File: src/rtl/ball_motion_controller.sv
// Frame-stepped ball kinematics plus serve / life-loss / game-over sequencing.
// Optional macro BALL_SPEEDUP_EN: every 4th paddle hit shortens the step divisor.
module ball_motion_controller #(
  parameter int BIT_WIDTH   = 10,
  parameter int BALL_RADIUS = 5,
  parameter int SCREEN_W    = 640,
  parameter int FLOOR_Y     = 479,
  parameter int START_X     = 320,
  parameter int START_Y     = 100,
  parameter int STEP_DIV    = 1,
  parameter int LOST_FRAMES = 60,
  parameter int LIVES       = 3
) (
  input  logic                 clk,
  input  logic                 reset,
  input  logic                 frameTick,
  input  logic                 start,
  input  logic                 ballTouchingPaddle,
  input  logic                 ballTouchingFloor,
  output logic [BIT_WIDTH-1:0] ballX,
  output logic [BIT_WIDTH-1:0] ballY,
  output logic [2:0]           livesLeft,
  output logic [BIT_WIDTH-1:0] hitCount,
  output logic                 gameOver
);

  localparam int DIV_W  = $clog2(STEP_DIV + 1);
  localparam int LOST_W = $clog2(LOST_FRAMES + 1);

  localparam logic [BIT_WIDTH-1:0] X_START = BIT_WIDTH'(START_X);
  localparam logic [BIT_WIDTH-1:0] Y_START = BIT_WIDTH'(START_Y);
  localparam logic [BIT_WIDTH-1:0] EDGE_LO = BIT_WIDTH'(BALL_RADIUS);
  localparam logic [BIT_WIDTH-1:0] EDGE_HI = BIT_WIDTH'(SCREEN_W - 1 - BALL_RADIUS);
  localparam logic [BIT_WIDTH-1:0] Y_MAX   = BIT_WIDTH'(FLOOR_Y + BALL_RADIUS);
  localparam logic [DIV_W-1:0]     DIV_RST = DIV_W'(STEP_DIV);
  localparam logic [LOST_W-1:0]    LOST_END = LOST_W'(LOST_FRAMES - 1);
  localparam logic [2:0]           LIVES_RST = 3'(LIVES);

  typedef enum logic [1:0] {IDLE, MOVING, LOST, GAME_OVER} state_t;

  state_t              state;
  logic                dirX, dirY;
  logic [DIV_W-1:0]    divCnt;
  logic [LOST_W-1:0]   lostCnt;

`ifdef BALL_SPEEDUP_EN
  logic [DIV_W-1:0]    effDiv;
`else
  localparam logic [DIV_W-1:0] effDiv = DIV_RST;
`endif

  logic                stepTick;
  logic                nextDirX, nextDirY;
  logic [BIT_WIDTH-1:0] nextX, nextY;

  // Reflection and move for the current step; the wall check sees dirX after the paddle flip.
  // NOTE: every always_comb output gets a default first so no latch is inferred.
  always_comb begin
    stepTick = (state == MOVING) && frameTick && (divCnt == effDiv - DIV_W'(1));
    nextDirX = dirX ^ ballTouchingPaddle;
    nextDirY = dirY;
    if (ballX <= EDGE_LO && !nextDirX)     nextDirX = 1'b1;
    else if (ballX >= EDGE_HI && nextDirX) nextDirX = 1'b0;
    if (ballY <= EDGE_LO && !dirY)         nextDirY = 1'b1;
    nextX = nextDirX ? ballX + BIT_WIDTH'(1) : ballX - BIT_WIDTH'(1);
    if (!nextDirY)           nextY = ballY - BIT_WIDTH'(1);
    else if (ballY >= Y_MAX) nextY = Y_MAX;
    else                     nextY = ballY + BIT_WIDTH'(1);
  end

  // NOTE: all state below is sequential, so only non-blocking assignments are used.
  always_ff @(posedge clk) begin
    if (reset) begin
      state     <= IDLE;
      ballX     <= X_START;
      ballY     <= Y_START;
      dirX      <= 1'b1;
      dirY      <= 1'b1;
      divCnt    <= '0;
      lostCnt   <= '0;
      livesLeft <= LIVES_RST;
      hitCount  <= '0;
      gameOver  <= 1'b0;
`ifdef BALL_SPEEDUP_EN
      effDiv    <= DIV_RST;
`endif
    end else begin
      case (state)
        IDLE: if (start) begin
          state  <= MOVING;
          divCnt <= '0;
          dirX   <= 1'b1;
          dirY   <= 1'b1;
`ifdef BALL_SPEEDUP_EN
          effDiv <= DIV_RST;
`endif
        end

        MOVING: if (frameTick) begin
          if (!stepTick) begin
            divCnt <= divCnt + DIV_W'(1);
          end else begin
            divCnt <= '0;
            if (ballTouchingFloor) begin
              state     <= LOST;
              lostCnt   <= '0;
              livesLeft <= (livesLeft != 3'd0) ? livesLeft - 3'd1 : 3'd0;
            end else begin
              if (ballTouchingPaddle && hitCount != '1) begin
                hitCount <= hitCount + BIT_WIDTH'(1);
`ifdef BALL_SPEEDUP_EN
                // This hit makes the total a multiple of four.
                if (hitCount[1:0] == 2'b11 && effDiv > DIV_W'(1))
                  effDiv <= effDiv - DIV_W'(1);
`endif
              end
              dirX  <= nextDirX;
              dirY  <= nextDirY;
              ballX <= nextX;
              ballY <= nextY;
            end
          end
        end

        LOST: if (frameTick) begin
          if (lostCnt != LOST_END) begin
            lostCnt <= lostCnt + LOST_W'(1);
          end else if (livesLeft == 3'd0) begin
            state    <= GAME_OVER;
            gameOver <= 1'b1;
          end else begin
            state <= IDLE;
            ballX <= X_START;
            ballY <= Y_START;
            dirX  <= 1'b1;
            dirY  <= 1'b1;
          end
        end

        GAME_OVER: if (start) begin
          state     <= IDLE;
          gameOver  <= 1'b0;
          livesLeft <= LIVES_RST;
          hitCount  <= '0;
          ballX     <= X_START;
          ballY     <= Y_START;
          dirX      <= 1'b1;
          dirY      <= 1'b1;
        end

        default: state <= IDLE;
      endcase
    end
  end

endmodule

File: config.mk
export PLATFORM = sky130hd
export DESIGN_NAME = ball_motion_controller
export DESIGN_NICKNAME = d
export VERILOG_FILES = /design/src/rtl/ball_motion_controller.sv
export SDC_FILE = /design/constraint.sdc
export NUM_CORES = 1
export LEC_CHECK = 0
export ABC_AREA = 1
export CAP_MARGIN = 40
export CORE_UTILIZATION = 55
export CTS_CLUSTER_DIAMETER = 120
export DETAILED_ROUTE_END_ITERATION = 16
export GPL_TIMING_DRIVEN = 1
export PLACE_DENSITY_LB_ADDON = 0.3
export SLEW_MARGIN = 20
export SYNTH_ARGS = -nofsm -noshare
export SYNTH_HDL_FRONTEND = slang
export SYNTH_SLANG_ARGS = --single-unit
File: constraint.sdc
create_clock -name clk -period 3.2 [get_ports clk]
set_input_delay 0.64 -clock clk [delete_from_list [all_inputs] [get_ports clk]]
set_output_delay 0.64 -clock clk [all_outputs]
set_load 0.02 [all_outputs]
Yosys cells after proc, flatten, opt, wreduce, memory -nomap -nowiden
Cells that the tools add are included.
Storage, ports and cells
  bits in registers: 45
  input port bits: 6
  output and inout bits: 34
  word-level logic and storage cells: 136
Cells by class
  $add $sub $neg: 8
  magnitude comparators: 4
  equal/unequal tests: 18
  muxes and demuxes: 69
  bitwise gates (word level): 2
  reductions and logical operators: 25
Operators by type and width (count)
  $mux 10: 22
  $pmux 10 s3: 2
  $add 10x1->10 const B: 3
  $mux 6: 5
  $ne 2x2->1 const B: 11
  $le 10x3->1 const B: 2
  $pmux 10 s2: 1
  $sub 10x1->10 const B: 2
  $mux 1: 19
  $mux 2: 8
  $mux 3: 5
  $reduce_and 7->1: 2
  $pmux 6 s2: 1
  $reduce_and 6->1: 2
  $ge 10x10->1 const B: 1
  $ge 10x9->1 const B: 1
  $ne 10x10->1 const B: 1
  $reduce_and 5->1: 2
  $pmux 2 s4: 1
  $reduce_and 8->1: 1
  $reduce_bool 2->1: 4
  $add 6x1->6 const B: 1
  $logic_and 1x1->1: 6
  $ne 6x6->1 const B: 1
  other kinds (16): 22

Depth between registers and ports, before layout
  word-level depth: 9
  mapped depth: 18
  depth with buffers taken out: 18

Worst setup path after synthesis
Ideal clock, no wire load.
  kind: input-to-reg
  start: input port ballTouchingPaddle
  end: register ballX[8]
  setup time: 0.119 ns
  data arrival time: 2.234 ns
  required time: 3.081 ns
  path slack: 0.847 ns
  stages: 16
  path buffers: 0
  path through: inv_1 nand2_1 nand2_1 nor2_1 nand2_1 nand2_1 inv_1 fa_1 inv_1 nand3_1 nand2_1 nand4_1 nand3_1 nand2_1 o21ai_0 nand2_1
Between the ends
  word-level cells in the longest chain between the ends: 9
  elaborated cells between the ends (all ways): 11
  those cells by class: mux (7); bitwise (1); reduce/logical (3)
RTL lines
  from (decl): line 18  | input logic ballTouchingPaddle,
  $xor 1x1->1 (*): line 60  | nextDirX = dirX ^ ballTouchingPaddle;
  $logic_and 1x1->1 or $logic_not 1->1 (tied branches): line 63, 62
  $mux 1 or $logic_and 1x1->1 (tied branches): line 63, 62
  $mux 1 (*): line 62  | if (ballX <= EDGE_LO && !nextDirX) nextDirX = 1'b1;
  $mux 10 (*): line 65  | nextX = nextDirX ? ballX + BIT_WIDTH'(1) : ballX - BIT_WIDTH'(1);
  $mux 10 (*): line 104  | if (ballTouchingFloor) begin
  $mux 10 (*): line 100  | if (!stepTick) begin
  $mux 10 (*): line 99  | MOVING: if (frameTick) begin
  $pmux 10 s3 (*): line 88  | case (state)
  to (signal assigned): line 119  | ballX <= nextX;
  to (decl): line 20  | output logic [BIT_WIDTH-1:0] ballX,
Mark *: on every way between the ends. The rest lies on a longest branch, timed or not. The select of a mux whose other input is x is not followed.
A chain may end at the register's enable or synchronous reset.

Worst setup path after layout
Ends and elaborated chain as after synthesis.

==> impl_metrics.csv <==
group,metric,value,unit
sta,hold_violations,0,
drt,totalWireLength,7.696,mm
die,fp-row-count,27,
critical_path,path_buf_inv,4,
global_routing,grt_pass1_vias,3065,
min_path,min_from,"dirY",
synthesis,synth_cell_types,40,
pwr,power_density,849.8,nW/µm²
cts,cts_hold_buffers,0,
drt,ant_nets,0,
drt,via_per_inst,5.406,
die,die_h,79.60,µm
synthesis,postSynthAreaPerCell,6.624,µm²
cts,cts_setup_buffers,0,
placement,hpwlAfterDp,5.630,mm
run_status,outcome,"completed",
sta,relSlewSlack,67.34,%
critical_path,ff2ff_path_depth,13,
global_routing,grt_overflow,0,
flow_run,maxCapViolations,0,
global_routing,grt_pass1_wl,13.48,mm
final_layout,fill_cells,500,
final_layout,final_cell_mix,"nand2_1 (135), nor2_1 (54), inv_1 (52)",
cts,clk_pin_slew,0.08,ns
sta,rsz0062_at_grt,"false",
critical_path,cp-end-kind,"flop",
synthesis,synthesis.nets,526,
sta,drv_slew,0,
sta,fin_ws,0.3847,ns
placement,io_buffers,39,
critical_path,start_kind,"input port",
die,die_x,79.60,µm
drt,drt_pass1_iterations,4,
final_layout,final_common_cell,"nand2_1",
critical_path,path_max_fanout,10,
final_layout,nets,562,
synthesis,synth-seq-cells,45,
final_layout,regArea,900.9,µm²
critical_path,cp.arrival,3.01,ns
placement,post-place-ws,0.06934,ns
sta,fin_crit,2.815,ns
die,initial_utilization,58.70,%
cts,cts_sinks,45,
drt,dr.first_iter.drc_count,158,
critical_path,critPathKind,"input port to flop",
sta,finalClockSkew,0.003314,ns
final_layout,multiInputGateArea,2127,µm²
cts,cts_tree,"done",
die,ioPinCount,40,
critical_path,worstPathCellList,"clkdlybuf4s50_1 -> inv_1 -> nand2_1 -> nand2_1 -> nor2_1 -> nand2_1 -> nand2_1 -> inv_1 -> fa_1 -> inv_1 -> nand3_1 -> nand2_1 -> nand4_1 -> nand3_1 -> nand2_1 -> o21ai_0 -> nand2_1",
cts,max-clock-path-buffers,2,
synthesis,synthTopCellsByArea,"dfxtp_1 (27%), nand2_1 (15%), ha_1 (7.2%)",
die,fp.dieArea,6336,µm²
final_layout,antenna_cells,0,
sta,setup_viol,0,
global_routing,grt.total_usage,26.47,%
final_layout,final_layout_size_suffix_gt1_share,9.497,%
cts,clock_latency,0.30,ns
pwr,leakage,1.629,nW
synthesis,synthCells,500,
cts,h-tree-depth,2,
synthesis,synth-warning-count,0,
pwr,peakVddDrop,0.0006157,V
critical_path,crit-reg2reg-capture,"ballX[6]",
drt,vias,3292,
critical_path,reg2reg_from,"ballX[8]",
sta,fin_tns_setup,0,ns
synthesis,yosysTopAreaCellShare,27.20,%
critical_path,crit_top_cell,"nand2_1",
global_routing,antenna_found_initial,0,
final_layout,syn_to_final_growth,16.40,%
cts,cts.repair.resized,0,
cts,cts-buffers-inserted,5,
synthesis,syn_area,3312,µm²
critical_path,slowest_stage,"clkdlybuf4s50_1",
drt,drcViolationCount,0,
global_routing,grt_max_degree,30,
min_path,holdPathStages,2,
min_path,hp-class,"flop to flop",
drt,wire_per_inst,12.64,µm
die,coreArea,5642,µm²
synthesis,synth.yosys.seq_area_share,27.20,%
critical_path,r2r_slack,0.59,ns
cts,root_buffer,"clkbuf_8",
min_path,hold_end,"dirY",
sta,tightest_slew,0.4881,ns
critical_path,critical-path-top-delay-family,"simple AND/OR/NAND/NOR gates",
synthesis,synth_top_area_cell,"dfxtp_1",
critical_path,cpPeakStageDelay,0.51,ns
critical_path,critPathRequiredTime,3.40,ns
sta,fmax,355.2,MHz
placement,place_congestion,0.8807,
sta,fin_crit_sh,87.98,%
-- power breakdown --
| part | switching [W] | internal (W) |
|---|---|---|
| logic | 0.00124 | 0.000754 |
| clock network | 0.000198 | 0.000255 |
| registers | 0.000156 | 0.000676 |
-- state kept, by name (all words and copies together), names as in the netlist --
register,flops
ballX,10
ballY,10
dirX,1
dirY,1
divCnt,1
gameOver,1
hitCount,10
livesLeft,3
lostCnt,6
state,2
-- stage by stage --
step / power [W] / hold WS, ns / util, % / instance area (µm²) / instances
after CTS: 0.003284 / 0.4539 / 68.33 / 3855 / 609
final: 0.003276 / 0.4518 / 68.33 / 3855 / 609
after detailed placement: 0.002810 / 0.4314 / 66.27 / 3739 / 601
after global placement: 0.002777 / 0.4247 / 66.27 / 3739 / 601
after floorplan: 0.002350 / 0.4143 / - / 3312 / 500
after global routing: 0.003574 / 0.4804 / 68.33 / 3855 / 609
-- synthesized netlist by cell type, drive strengths merged --
| cell type | n |
|---|---|
| nor2 | 56 |
| a21oi | 39 |
| a21boi | 1 |
| and2 | 1 |
| ha | 19 |
| nor3b | 1 |
| xnor2 | 5 |
| buf | 6 |
| clkbuf | 6 |
| nand3 | 47 |
| clkinv | 1 |
| a211oi | 3 |
| nand2 | 142 |
| o2111ai | 1 |
| o22ai | 1 |
| o21bai | 2 |
| inv | 56 |
| o211a | 1 |
| nand4 | 13 |
| o21ai | 25 |
| o211ai | 2 |
| a31oi | 1 |
| nor3 | 8 |
| xor2 | 10 |
| or2 | 6 |
| a21o | 1 |
| dfxtp | 45 |
| fa | 1 |
-- routing by layer --
layer  vias up  global-route usage (%)  part of all wire [%]
met3        11                   4.229                   5.7
met4         0                   9.091                   1.8
li1       1697                       -                     -
met2        80                   45.38                    48
met5         -                       0                     0
met1      1504                   33.33                    44
-- worst max path at each step --
stage / start / to / slack [ns] / cells past startpoint
2_1_floorplan: ballTouchingPaddle / ballX[8] / 0.85 / 16
3_3_place_gp: ballTouchingPaddle / ballX[8] / 0.14 / 17
3_5_place_dp: ballTouchingPaddle / ballX[8] / 0.07 / 17
4_1_cts: ballTouchingPaddle / ballX[8] / 0.39 / 17
5_1_grt: ballTouchingPaddle / ballX[8] / 0.1 / 17
6_report: ballTouchingPaddle / ballX[8] / 0.38 / 17
-- area by class of cell --
| class | instances | area share, % |
|---|---|---|
| tap | 72 | 2.337 |
| sequential | 45 | 23.37 |
| timing repair buffer | 41 | 10.52 |
| inverter | 57 | 5.583 |
| clock inverter | 1 | 0.7790 |
| multi-input combinational | 386 | 55.18 |
| clock buffer | 7 | 2.240 |
-- worst register-to-register path, stage by stage, from the launching register on --
cell	delay [ns]
dfxtp_1	0.37
or2_2	0.31
nor2_1	0.10
nand2_1	0.09
nand2_1	0.09
nand2_1	0.24
ha_1	0.44
a21oi_1	0.22
nor2_1	0.06
nor2_1	0.09
o21ai_0	0.10
and2_1	0.15
o21ai_0	0.15
nand3_1	0.09
-- kinds of logic after synthesis --
logic type	after synthesis	share of synthesized area, %
compound gates	77	14.58
xor+xnor	15	3.967
fa+ha+maj	20	7.782
buf+inv	69	8.575
flops	45	27.20
simple gates	274	37.89
(Power assumes the default switching activity.)
